$ cat src/rtl/sync_fifo.sv
// Synchronous FIFO with valid/ready write port and drain-window gated read port.
// Status flags are decoded from the registered write/read pointers only.
module sync_fifo #(
    parameter int unsigned DATA_WIDTH = 16,
    parameter int unsigned ADDR_WIDTH = 4,
    parameter int unsigned AF_LEVEL   = 14
) (
    input  logic                  clk,
    input  logic                  reset_n,
    input  logic                  clear,
    input  logic                  in_valid,
    output logic                  in_ready,
    input  logic [DATA_WIDTH-1:0] in_data,
    input  logic                  drain_en,
    output logic                  out_valid,
    input  logic                  out_ready,
    output logic [DATA_WIDTH-1:0] out_data,
    output logic [ADDR_WIDTH:0]   count,
    output logic                  full,
    output logic                  empty,
    output logic                  almost_full,
    output logic                  overflow
);

    localparam int unsigned DEPTH = 1 << ADDR_WIDTH;
    localparam logic [ADDR_WIDTH:0] LP_DEPTH = (ADDR_WIDTH+1)'(DEPTH);
    localparam logic [ADDR_WIDTH:0] LP_AF    = (ADDR_WIDTH+1)'(AF_LEVEL);

    logic [DATA_WIDTH-1:0] r_mem [DEPTH];
    logic [ADDR_WIDTH:0]   r_wr_ptr;
    logic [ADDR_WIDTH:0]   r_rd_ptr;
    logic                  r_overflow;

    logic [ADDR_WIDTH:0]   w_count;
    logic                  w_full;
    logic                  w_empty;
    logic                  w_push;
    logic                  w_pop;

    // Occupancy, flags and handshake qualifiers decoded from registered pointers
    always_comb begin
        w_count     = r_wr_ptr - r_rd_ptr;
        w_full      = (w_count == LP_DEPTH);
        w_empty     = (w_count == '0);
        in_ready    = !w_full && reset_n;
        out_valid   = !w_empty && drain_en;
        w_push      = in_valid && in_ready;
        w_pop       = out_valid && out_ready;
        count       = w_count;
        full        = w_full;
        empty       = w_empty;
        almost_full = (w_count >= LP_AF);
        overflow    = r_overflow;
        out_data    = r_mem[r_rd_ptr[ADDR_WIDTH-1:0]];
    end

    // Pointer and sticky overflow update; clear outranks push and pop
    always_ff @(posedge clk or negedge reset_n) begin
        if (!reset_n) begin
            r_wr_ptr   <= '0;
            r_rd_ptr   <= '0;
            r_overflow <= 1'b0;
        end else if (clear) begin
            r_wr_ptr   <= '0;
            r_rd_ptr   <= '0;
            r_overflow <= 1'b0;
        end else begin
            if (w_push) begin
                r_wr_ptr <= r_wr_ptr + 1'b1;
            end
            if (w_pop) begin
                r_rd_ptr <= r_rd_ptr + 1'b1;
            end
            if (in_valid && w_full) begin
                r_overflow <= 1'b1;
            end
        end
    end

    // Storage write; contents are never reset or cleared
    always_ff @(posedge clk) begin
        if (w_push && !clear) begin
            r_mem[r_wr_ptr[ADDR_WIDTH-1:0]] <= in_data;
        end
    end

endmodule

$ cat config.mk
export PLATFORM = sky130hd
export DESIGN_NAME = sync_fifo
export DESIGN_NICKNAME = d
export VERILOG_FILES = /design/src/rtl/sync_fifo.sv
export SDC_FILE = /design/constraint.sdc
export NUM_CORES = 1
export LEC_CHECK = 0
export ABC_CLOCK_PERIOD_IN_PS = 10900
export CAP_MARGIN = 40
export CORE_MARGIN = 10
export CORE_UTILIZATION = 37
export CTS_BUF_LIST = sky130_fd_sc_hd__clkbuf_16
export DETAILED_ROUTE_END_ITERATION = 16
export GPL_TIMING_DRIVEN = 0
export PLACE_DENSITY = 0.53
export SYNTH_ARGS = -nofsm -noshare
export SYNTH_HDL_FRONTEND = slang
export SYNTH_SLANG_ARGS = --single-unit
export TNS_END_PERCENT = 5
$ cat constraint.sdc
create_clock -name clk -period 10.9 [get_ports clk]
set_input_delay 1.09 -clock clk [delete_from_list [all_inputs] [get_ports clk]]
set_output_delay 1.09 -clock clk [all_outputs]
set_load 0.02 [all_outputs]
* Word level (Yosys, flattened, before mapping)
Memory sizes are Yosys's and may differ from the RTL's. Index checks and enable logic that the tools add are counted.
Word-level totals: output and inout port bits 27, memories kept 1, bits in writable memories 256, logic and storage cells 30, input port bits 22, flip-flop bits (word level) 11
Operators by class: reductions and logical operators 13, muxes and demuxes 8, add/subtract/negate cells 3, eq/ne operators 1, order comparisons 1
Memory list:
- r_mem | words 16, width 16, rd ports 1, clocked after Yosys merged registers in 0, wr ports 1, RTL line 29 | logic [DATA_WIDTH-1:0] r_mem [DEPTH];
Operators with widths (number):
- 5-bit two-way mux | 4
- 5-bit by 1-bit adder with 5-bit output (second input constant) | 2
- 1-bit logical AND | 6
- 2-bit nonzero test | 3
- 5-bit == test (second input constant) | 1
- 5-bit by 4-bit >= comparator with 1-bit output (second input constant) | 1
- 5-bit zero test | 1
- 5-bit subtractor | 1
- 1-bit two-way mux | 4
- 1-bit zero test | 3

* Logic depth before layout (Yosys ltp)
Gate-level depths: netlist of the first run.
depth after elaboration 8, depth in mapped cells 12, gate-level depth less buffers 9

* Least setup slack after synthesis of the first run
Ideal clock, no wire load.
kind register -> register, start point register r_rd_ptr[2], end point memory r_mem[10][0] (enable), slack 6.403 ns, stages on the path, launching flop included 11, arrival 4.067 ns, buffers on the path 3, clock period less this slack 4.497 ns, library setup time 0.430 ns, path through dfrtp_1 > clkbuf_1 > buf_2 > clkinv_1 > clkbuf_1 > ha_1 > xnor2_2 > a211oi_1 > nor2_1 > o21ai_4 > nor4_1
On the way: longest elaborated chain between the ends 8
Ends and longest elaborated chain:
- start: declaration | RTL line 31 | logic [ADDR_WIDTH:0] r_rd_ptr;
- start signal: assignment | RTL line 72 | r_rd_ptr <= r_rd_ptr + 1'b1;
- 5-bit subtractor | RTL line 42 | w_count = r_wr_ptr - r_rd_ptr;
- named net count[2] | RTL line 18 | output logic [ADDR_WIDTH:0] count,
- 5-bit == test | RTL line 43 | w_full = (w_count == LP_DEPTH);
- 1-bit zero test | RTL line 45 | in_ready = !w_full && reset_n;
- 1-bit logical AND | RTL line 45
- 1-bit logical AND | RTL line 47 | w_push = in_valid && in_ready;
- 1-bit logical AND | RTL line 82 | if (w_push && !clear) begin
- 1-bit two-way mux | RTL line 82
- 1-bit two-way mux (implied by the code) | RTL line 83 | r_mem[r_wr_ptr[ADDR_WIDTH-1:0]] <= in_data;
- end: declaration | RTL line 29
The timed path passes the listed nets, and every way through them passes these cells.

* Worst setup path after layout of the first run
start point register r_rd_ptr[2], end point output in_ready
On the way: longest elaborated chain between the ends 4
Ends and longest elaborated chain:
- 5-bit subtractor | RTL line 42
- 5-bit == test | RTL line 43
- 1-bit zero test | RTL line 45
- 1-bit logical AND | RTL line 45
- end: declaration | RTL line 12 | output logic in_ready,
No other way between the ends.

==> key figures, run 1 <==
Timing
  • Highest achievable clock rate: 0.166 GHz
  • Slew Limit Headroom: 40.3%
  • Setup tns final: 0 ps
  • RSZ-0062 raised after global routing: false
  • Setup clock skew after layout: 17.5 ps
  • Final hold violation count: 0
  • Number of pins with negative max-slew slack in the final report: 0
  • Least setup slack across all paths after layout: around 5000 ps
  • Post-route minimum period: ~6000 ps
  • Worst Tran Pin Value: 896 ps
  • Final setup violation count: 0
  • Period utilisation layout: 55.2%
  • Final hold slack: 523 ps

Critical path
  • Critical path startpoint category: flop
  • Endpoint required time on the critical path: 9810 ps
  • Type of the worst setup path: reg -> out
  • Sort of element at the end of the critical path: primary output
  • Data arrival time of the critical path: 4930 ps
  • Worst-path fanout max: 10

Global routing
  • Initial antenna violation count: 0
  • Vias in the first global route: around 6,100
  • Total global routing overflow: 0
  • Largest net degree at the start of global routing: 17
  • Total GRT Usage: between 10% and 20%
  • Global-route wire length before repair: 40.2 mm

Worst hold path
  • Min-Delay Path Class: reg -> reg

Synthesis
  • Distinct cells, synth: 41
  • Sequential element share of the synthesized area: approximately three quarters
  • Prevailing post-synth register cell: edfxtp_1
  • Syn_nets: 609
  • Avg Synthesized Cell Area: approximately 19 sq um
  • Cell type with the largest total area after synthesis: edfxtp_1
  • Post-synth EDFFs: 256
  • Syn Inst Count: 577
  • Async set or reset register ratio after synthesis: 4.12%
  • Post-synth design cell area: 10,800 sq um
  • Yosys warning total: 0
  • Post-synthesis register bit count: roughly 270
  • Top-area cell type share of the netlist area: a little under three quarters
  • Leading cell types by total area after synthesis: edfxtp_1, mux4_2, dfrtp_1

Clocking
  • CTS sink cnt: 267
  • Clk pin slew, worst setup/hold paths: 60 ps
  • Clock root cell: clkbuf_16
  • H-tree depth reported by CTS: 1
  • CTS Buf Count: 29
  • TritonCTS clock tree: yes
  • Post-cts sizing count: 0
  • Clock Tree Buf Depth: 3
  • Latest clock arrival within the worst-skew pair: 540 ps
  • Buffers inserted by post-CTS timing repair: 0
  • Cts-stage hold buffer count: 0

Floorplanning
  • Cell Rows: 62
  • Placeable Area: 28,800 sq um
  • Die Y: 191 um
  • Overall die area: 36,500 sq um
  • Effective utilization at floorplan: 37.6%
  • Boundary Pins: 49
  • Horizontal die dimension: between 150 and 200 um

Power and ir drop
  • Worst-case vdd ir drop: roughly 0.11 mV
  • Leakage Power: roughly 4.3 nW
  • Power Dens Cells: 182 nW/um^2

Placement
  • DP Wirelength: 18.1 mm
  • Place WS: 5410 ps
  • Count of port buffers added during placement: 48
  • Final Wtd Congestion: 0.799

Layout
  • Diodes inserted: 0
  • Most frequent cells in the layout: edfxtp_1, nand2_1, mux4_2
  • Area overhead of the layout relative to synthesis: 20.5%
  • Post-layout nets: 716
  • Leading cell type in the layout, fill and taps excluded: edfxtp_1
  • Share of final-layout standard cells stronger than drive strength 1: 22.9%

Route
  • Number of iterations in the first detailed-routing pass: 4
  • Avg WL per Cell: 24.8 um
  • Final WL: 26.9 mm
  • DRC violation total after the first TritonRoute iteration: 546
  • Number of vias per cell after detailed routing: approximately 5.3
  • Post-route DRC: 0
  • Number of nets still failing antenna checks after routing: 0
  • Vias: 5,783

Outcome
  • Status: completed

Run
  • Count of max-cap constraint violations: 0
-- layout make-up --
type,instances,area [sq um]
clock buffers,29,726
fillers,2484,15800
flip-flops and latches,267,7960
multi-input cells,271,2700
plain buffers,30,145
repair buffers,76,832
inverters,9,36.3
clock inverters,22,140
well taps,384,480
-- final timing paths --
check / end / depth (start not counted) / start / slack, ps
max in group asynchronous: r_rd_ptr[4] / 1 / reset_n / 9380
worst max register to register: r_mem[2][3] / 11 / r_rd_ptr[2] / 5990
worst min-delay path: overflow / 2 / overflow / 520
min in group asynchronous: overflow / 1 / reset_n / 1010
worst min register to register: overflow / 2 / overflow / 520
worst max-delay path: in_ready / 12 / r_rd_ptr[2] / 4880
-- per-layer routing --
metal | vias up | share of wire (%) | GRT usage, %
li1 | 2511 | - | -
met1 | 3019 | 43 | 19.8
met2 | 207 | 48 | 24.6
met3 | 46 | 6.2 | 2.51
met4 | 0 | 2.7 | 4.45
met5 | - | 0 | 0
-- critical path, stage by stage, from the launching register on --
cell and delay (ps):
dfrtp_1 320, clkbuf_1 380, buf_2 400, clkinv_1 470
clkbuf_1 470, ha_1 540, nand2b_1 100, a21oi_2 170
xor2_2 450, o21ai_4 200, inv_2 130, buf_6 120
clkdlybuf4s50_1 620
-- kinds of logic after synthesis --
group                    Yosys count  share of synthesized area (%)
flip-flops                       267                           73.6
AND/OR/NAND/NOR                  152                           6.64
multiplexers                      74                           14.3
buffers and inverters             39                           1.68
AO/OA/AOI/OAI                     31                           2.01
adder cells (fa/ha/maj)           10                           1.23
XOR/XNOR                           4                          0.463
-- synthesized netlist by cell type (all sizes together) (2+ instances only) --
cell type and instances:
nand3 4, or2 2, inv 7, nor3 3, mux2i 3, a211oi 3
clkinv 2, nor4 4, nand3b 2, nand2 73, nor2 22, buf 13
ha 9, a31oi 17, mux2 7, mux4 64, a21oi 8, clkbuf 17
xor2 3, nand2b 9, dfrtp 11, edfxtp 256, and3 26, nor2b 5
-- per-stage QoR --
stage	utilization, %	total power [mW]	cells	cell area [sq um]
floorplan	-	1.37	577	10800
global placement	40.9	1.49	1009	11800
detailed placement	42.3	1.50	1037	12200
CTS	45.3	2.39	1088	13000
global route	45.3	2.46	1088	13000
finish	45.3	2.37	1088	13000
-- sequential cells by signal (all words and copies together), names as in the netlist --
register / cells
overflow: 1
r_mem: 256
r_rd_ptr: 5
r_wr_ptr: 5
-- power breakdown --
group	switching (mW)	internal (mW)
sequential	0.00315	1.13
clock	0.376	0.523
combinational	0.182	0.153
No activity file was read; power rests on OpenSTA's default activity.
==> run 2, diff against run 1 <==
- ABC_CLOCK_PERIOD_IN_PS: 10900 -> 5100
- PLACE_DENSITY: 0.53 -> 0.55
- clock period: 10.9 -> 5.1 ns (I/O delays scaled with it)
==> run 2 against run 1 <==
Effect of this change: via count is 2.2% lower; final cell count shrank 0.64%; critical endpoint unchanged; core utilization decreased by 0.24 points; count of clock-buffer cells in the layout is the same; first-iteration DRC count down 31%; final area shrank 0.53%; sequential power grew 110%.
==> key figures, run 2 (synthesized netlist as in run 1, its figures left out) <==
Layout
  • Filler cell count: 2,459 (-1.0%)
  • Number of flip-flops under the largest register name: 256 (unchanged)
  • Area overhead of the layout relative to synthesis: 19.8%
  • Leading cell type in the layout, fill and taps excluded: edfxtp_1
  • Share of final-layout standard cells stronger than drive strength 1: 22.8% (-0.057 points)
  • Most frequent cells in the layout: edfxtp_1, nand2_1, mux4_2
  • Diodes inserted: 0 (unchanged)
  • Fraction of the core area covered by cells at the end of the flow: 45.0% (-0.24 points)
  • Final non-filler cell total: 1,081 (-0.64%)
  • Post-layout nets: 713 (-0.42%)

Placement
  • Final Wtd Congestion: 0.764 (-4.4%)
  • Placed cell count: 1,036 (-0.096%)
  • DP Wirelength: 17.5 mm (-3.1%)
  • Count of port buffers added during placement: 48 (unchanged)

Clocking
  • Post-cts sizing count: 2 (+2)
  • H-tree depth reported by CTS: 1 (unchanged)
  • Buffers inserted by post-CTS timing repair: 0 (unchanged)
  • Clk pin slew, worst setup/hold paths: 60 ps (about the same)
  • Latest clock arrival within the worst-skew pair: 530 ps (about the same)
  • TritonCTS clock tree: yes
  • CTS Buf Count: 28 (-3.4%)
  • Clock Tree Buf Depth: 3 (unchanged)
  • Cts-stage hold buffer count: 0 (unchanged)
  • Clock root cell: clkbuf_16
  • CTS sink cnt: 267 (unchanged)

Route
  • Number of vias per cell after detailed routing: 5.23 (-1.6%)
  • Detailed route wirelength on metal2: 12.6 mm (-3.5%)
  • Number of iterations in the first detailed-routing pass: 5 (+1)
  • Top layer reached by signal wires: met4
  • Met3 layer wire length in the routed design: 1.25 mm (-25%)
  • Number of nets still failing antenna checks after routing: 0 (unchanged)
  • Vias: 5,654 (-2.2%)
  • Avg WL per Cell: 23.4 um (-5.3%)
  • Final WL: 25.3 mm (-6.0%)
  • Post-route DRC: 0 (unchanged)
  • DRC violation total after the first TritonRoute iteration: 376 (-31%)
  • Post-route met1 wirelength: 11.0 mm (-4.5%)

Timing
  • Worst Tran Pin Value: 905 ps (+8.82 ps)
  • Final hold slack: 428 ps (-95.0 ps)
  • RSZ-0062 raised after global routing: false
  • Final setup violation count: 0 (unchanged)
  • Period utilisation layout: 93.6%
  • Post-route minimum period: 4770 ps
  • Highest achievable clock rate: 0.210 GHz
  • Number of pins with negative max-slew slack in the final report: 0 (unchanged)
  • Final hold violation count: 0 (unchanged)
  • Setup clock skew after layout: 8.04 ps (-9.41 ps)
  • Slew Limit Headroom: 39.7% (-0.59 points)

Floorplanning
  • Placeable Area: 28,800 sq um (unchanged)
  • Overall die area: 36,500 sq um (unchanged)
  • Effective utilization at floorplan: 37.6% (unchanged)
  • Cell Rows: 62 (unchanged)
  • Boundary Pins: 49 (unchanged)
  • Horizontal die dimension: 191 um (unchanged)
  • Die Y: 191 um (unchanged)

Global routing
  • Largest net degree at the start of global routing: 17 (unchanged)
  • Initial antenna violation count: 0 (unchanged)
  • Total global routing overflow: 0 (unchanged)
  • Total GRT Usage: 13.8% (-1.0 points)
  • Vias in the first global route: 5,935 (-3.4%)
  • Global-route wire length before repair: 37.6 mm (-6.4%)

Outcome
  • Status: completed

Critical path
  • Type of the worst setup path: reg -> out
  • Setup slack, reg-to-reg: 840 ps (-5150 ps)
  • Endpoint required time on the critical path: 4590 ps (-5220 ps)
  • Data arrival time of the critical path: 4260 ps (-670 ps)
  • Worst-path fanout max: 10 (unchanged)
  • Sort of element at the end of the critical path: primary output
  • Critical path startpoint category: flop
  • Register-to-Register Path Depth: 11 (unchanged)

Power and ir drop
  • Leakage Power: 4.25 nW (-1.1%)
  • Worst-case vdd ir drop: 0.225 mV (+100%)
  • Overall power after layout: 4.90 mW (+110%)
  • Power Dens Cells: 378 nW/um^2 (+110%)

Run
  • Count of max-cap constraint violations: 0 (unchanged)

Worst hold path
  • Min-Delay Path Class: in -> async
-- run 2: changes by cell type in the layout (fill, tap and decap cells not counted), sizes merged --
cell	previous run	this run
inv	14	11
bufinv	2	0
buf	41	39
-- run 2: layout make-up --
| cell class | count | area [sq um] | area share [%] |
|---|---|---|---|
| repair buffers | 75 | 823 | 6.35 |
| plain buffers | 29 | 145 | 1.12 |
| inverters | 9 | 37.5 | 0.290 |
| well taps | 384 | 480 | 3.71 |
| flip-flops and latches | 267 | 7960 | 61.5 |
| clock buffers | 29 | 726 | 5.60 |
| clock inverters | 17 | 67.6 | 0.521 |
| multi-input cells | 271 | 2720 | 21.0 |
-- run 2: final timing paths --
path / startpoint / endpoint
max: r_rd_ptr[3] / in_ready
min: reset_n / overflow
max reg2reg: r_rd_ptr[3] / r_mem[9][8]
min reg2reg: overflow / overflow
max in group asynchronous: reset_n / r_rd_ptr[2]
min in group clk: overflow / overflow
-- run 2: critical path, stage by stage (launching register included) --
cell and delay, ps:
dfrtp_1 320, clkbuf_1 530, inv_1 400, clkbuf_1 360, ha_1 430, nand3b_1 190
nor4b_2 280, nor2_1 150, o21ai_4 320, inv_2 70, buf_6 140, clkdlybuf4s50_1 540
-- run 2: power by group --
group          switching [mW]  internal, mW
clock network           0.769          1.01
registers             0.00706          2.42
logic                   0.377         0.327
total                    1.15          3.75
-- run 2: metal layers --
metal | track usage [%] | vias to the layer above
li1 | - | 2504
met1 | 18.1 | 2956
met2 | 23.6 | 156
met3 | 2.11 | 38
met4 | 3.51 | 0
met5 | 0 | -
-- run 2: per-stage QoR --
stage / cell area [sq um] / setup TNS (ps) / worst slack [ps]
after floorplan: 10800 / 0 / 603
after global placement: 11800 / -187380 / -2370
after global routing: 13000 / 0 / 47.1
final: 13000 / 0 / 327
after detailed placement: 12200 / 0 / 277
after CTS: 12900 / 0 / 58.1
==> run 3, diff against run 2 <==
- SLEW_MARGIN: default -> 15
==> run 3 against run 2 <==
Effect of this change: sequential share of layout area shrank 0.14 points; register-to-register slack worse by 50 ps; worst hold slack lost 3.4 ps; combinational power about the same; clock power is 5% higher; non-clock buffer count unchanged; core utilization grew 0.10 points; worst setup slack improved by 37 ps; first-iteration DRC count is 19% higher; die area is the same; sequential cell count is the same; final area up 0.23%.
==> key figures, run 3 (synthesized netlist as in run 1, its figures left out) <==
Timing
  • Setup clock skew after layout: 8.76 ps (+0.720 ps)
  • Period utilisation layout: 92.9% (-0.72 points)
  • Highest achievable clock rate: 0.211 GHz (+0.78%)
  • Number of pins with negative max-slew slack in the final report: 0 (unchanged)
  • Slew Limit Headroom: 46.0% (+6.3 points)
  • Final hold violation count: 0 (unchanged)
  • Least setup slack across all paths after layout: 364 ps (+36.7 ps)
  • Final setup violation count: 0 (unchanged)
  • RSZ-0062 raised after global routing: false
  • Final hold slack: 424 ps (-3.40 ps)
  • Post-route minimum period: 4740 ps (-36.7 ps)
  • Worst Tran Pin Value: 811 ps (-94.3 ps)

Critical path
  • Critical path startpoint category: flop
  • Buffering stage count on the worst path with inverters included: 6 (unchanged)
  • CP delay by family, top: buffers and inverters
  • Worst path slowest cell: dfrtp_1
  • Type of the worst setup path: reg -> out
  • Cells along the critical path: clkbuf_4, clkinv_2, clkbuf_2, ha_1, xnor2_2, a211oi_1, nor2_1, o21ai_4, inv_2, buf_6, clkdlybuf4s50_1
  • Register-to-Register Path Depth: 11 (unchanged)
  • Worst-path fanout max: 10 (unchanged)
  • Total stage count of the critical path: 11 (unchanged)
  • Sort of element at the end of the critical path: primary output
  • Endpoint required time on the critical path: 4590 ps (about the same)
  • Data arrival time of the critical path: 4230 ps (-30 ps)
  • CP max stage delay: 550 ps (about the same)

Clocking
  • Cts-stage hold buffer count: 0 (unchanged)
  • H-tree depth reported by CTS: 1 (unchanged)
  • Clk pin slew, worst setup/hold paths: 60 ps (about the same)
  • TritonCTS clock tree: yes
  • CTS Buf Count: 28 (unchanged)
  • Buffers inserted by post-CTS timing repair: 0 (unchanged)
  • CTS sink cnt: 267 (unchanged)
  • Clock Tree Buf Depth: 3 (unchanged)
  • Clock root cell: clkbuf_16
  • Latest clock arrival within the worst-skew pair: 540 ps (about the same)

Route
  • DRC violation total after the first TritonRoute iteration: 446 (+19%)
  • Final WL: 25.6 mm (+0.97%)
  • Post-route DRC: 0 (unchanged)
  • Number of vias per cell after detailed routing: 5.17 (-1.1%)
  • Number of nets still failing antenna checks after routing: 0 (unchanged)
  • Vias: 5,612 (-0.74%)
  • Avg WL per Cell: 23.6 um (+0.60%)
  • Number of iterations in the first detailed-routing pass: 5 (unchanged)

Global routing
  • Total global routing overflow: 0 (unchanged)
  • Global-route wire length before repair: 38.1 mm (+1.3%)
  • Initial antenna violation count: 0 (unchanged)
  • Largest net degree at the start of global routing: 17 (unchanged)
  • Total GRT Usage: 14.1% (+0.22 points)
  • Vias in the first global route: 6,010 (+1.3%)

Floorplanning
  • Cell Rows: 62 (unchanged)
  • Placeable Area: 28,800 sq um (unchanged)
  • Effective utilization at floorplan: 37.6% (unchanged)
  • Die Y: 191 um (unchanged)
  • Overall die area: 36,500 sq um (unchanged)
  • Horizontal die dimension: 191 um (unchanged)
  • Boundary Pins: 49 (unchanged)

Layout
  • Number of flip-flops under the largest register name: 256 (unchanged)
  • Filler cell count: 2,501 (+1.7%)
  • Diodes inserted: 0 (unchanged)
  • Fraction of the core area covered by cells at the end of the flow: 45.1% (+0.10 points)
  • Area overhead of the layout relative to synthesis: 20.1%
  • Share of final-layout standard cells stronger than drive strength 1: 23.4% (+0.58 points)
  • Post-layout nets: 713 (unchanged)
  • Most frequent cells in the layout: edfxtp_1, nand2_1, mux4_2
  • Leading cell type in the layout, fill and taps excluded: edfxtp_1

Power and ir drop
  • Sequential Power Share: 48.5% (-0.9 points)
  • Internal power component: 3.81 mW (+1.6%)
  • Power Dens Cells: 384 nW/um^2 (+1.6%)
  • Leakage Power: 4.29 nW (+0.98%)
  • Share of total power in combinational logic: 14.1% (-0.2 points)
  • Clock power share: 37.4% (+1.2 points)
  • Worst-case vdd ir drop: 0.225 mV (about the same)
  • Fraction of power spent switching nets: 23.6% (+0.14 points)
  • Net Sw Power: 1.18 mW (+2.4%)

Outcome
  • Status: completed

Worst hold path
  • Min-Delay Path Class: in -> async

Placement
  • DP Wirelength: 17.6 mm (+0.25%)
  • Place WS: 132 ps (-145 ps)
  • Final Wtd Congestion: 0.764 (unchanged)
  • Count of port buffers added during placement: 48 (unchanged)

Run
  • Count of max-cap constraint violations: 0 (unchanged)
-- run 3: changes by cell type in the layout (fill, tap and decap cells not counted), sizes merged --
cell      change
clkbuf        -1
bufinv        +1
inv           +5
clkinvlp      +1
clkinv        -3
buf           +1
-- run 3: metrics by stage --
| stage | cells | TNS, ps | power, mW | cell area (sq um) |
|---|---|---|---|---|
| finish | 1085 | 0 | 4.99 | 13000 |
| global route | 1085 | 0 | 5.19 | 13000 |
| CTS | 1086 | 0 | 5.05 | 13000 |
| detailed placement | 1036 | 0 | 3.18 | 12100 |
| global placement | 1009 | -187380 | 3.17 | 11800 |
| floorplan | 577 | 0 | 2.92 | 10800 |
-- run 3: worst paths after layout --
kind,end,slack (ps),from
max,in_ready,360,r_rd_ptr[2]
min,overflow,420,reset_n
min in group clk,overflow,520,overflow
max reg2reg,r_mem[9][13],790,r_rd_ptr[2]
max in group asynchronous,r_wr_ptr[4],4200,reset_n
min reg2reg,overflow,520,overflow
-- run 3: area by class of cell --
cell class / count / area (sq um) / area share (%)
Clock inverter: 21 / 119 / 0.915
Sequential cell: 267 / 7960 / 61.3
Inverter: 9 / 37.5 / 0.289
Buffer: 28 / 141 / 1.09
Multi-Input combinational cell: 271 / 2720 / 20.9
Timing Repair Buffer: 76 / 806 / 6.20
Clock buffer: 29 / 726 / 5.59
Tap cell: 384 / 480 / 3.70
-- run 3: power groups by stage --
stage	clock, mW	combinational (mW)	sequential (mW)
finish	1.87	0.701	2.42
global route	2.01	0.763	2.42
CTS	1.91	0.717	2.42
detailed placement	0	0.713	2.47
global placement	0	0.700	2.47
floorplan	0	0.450	2.47
-- run 3: worst register-to-register path: stages, from the launching register on --
cell and delay, ps:
dfrtp_1 550, clkbuf_4 360, clkinv_2 230, clkbuf_2 340, ha_1 490, nand2b_1 100, a21oi_2 230, xor2_4 320
o21ai_4 170, nor4_2 650, buf_2 330, buf_2 250
-- run 3: per-layer routing --
metal  vias up  GRT usage (%)  wire, um
met5         -              0         0
met4         0           3.12       377
met3        32           2.10      1410
met1      2922           18.4     10900
met2       160           24.3     12900
li1       2498              -         -
-- run 3: what timing repair did --
action / CTS / global route
cloned: 0 / 0
resized for setup: 2 / 2
setup endpoints to repair: 4 / 2
pin swaps: 0 / 0
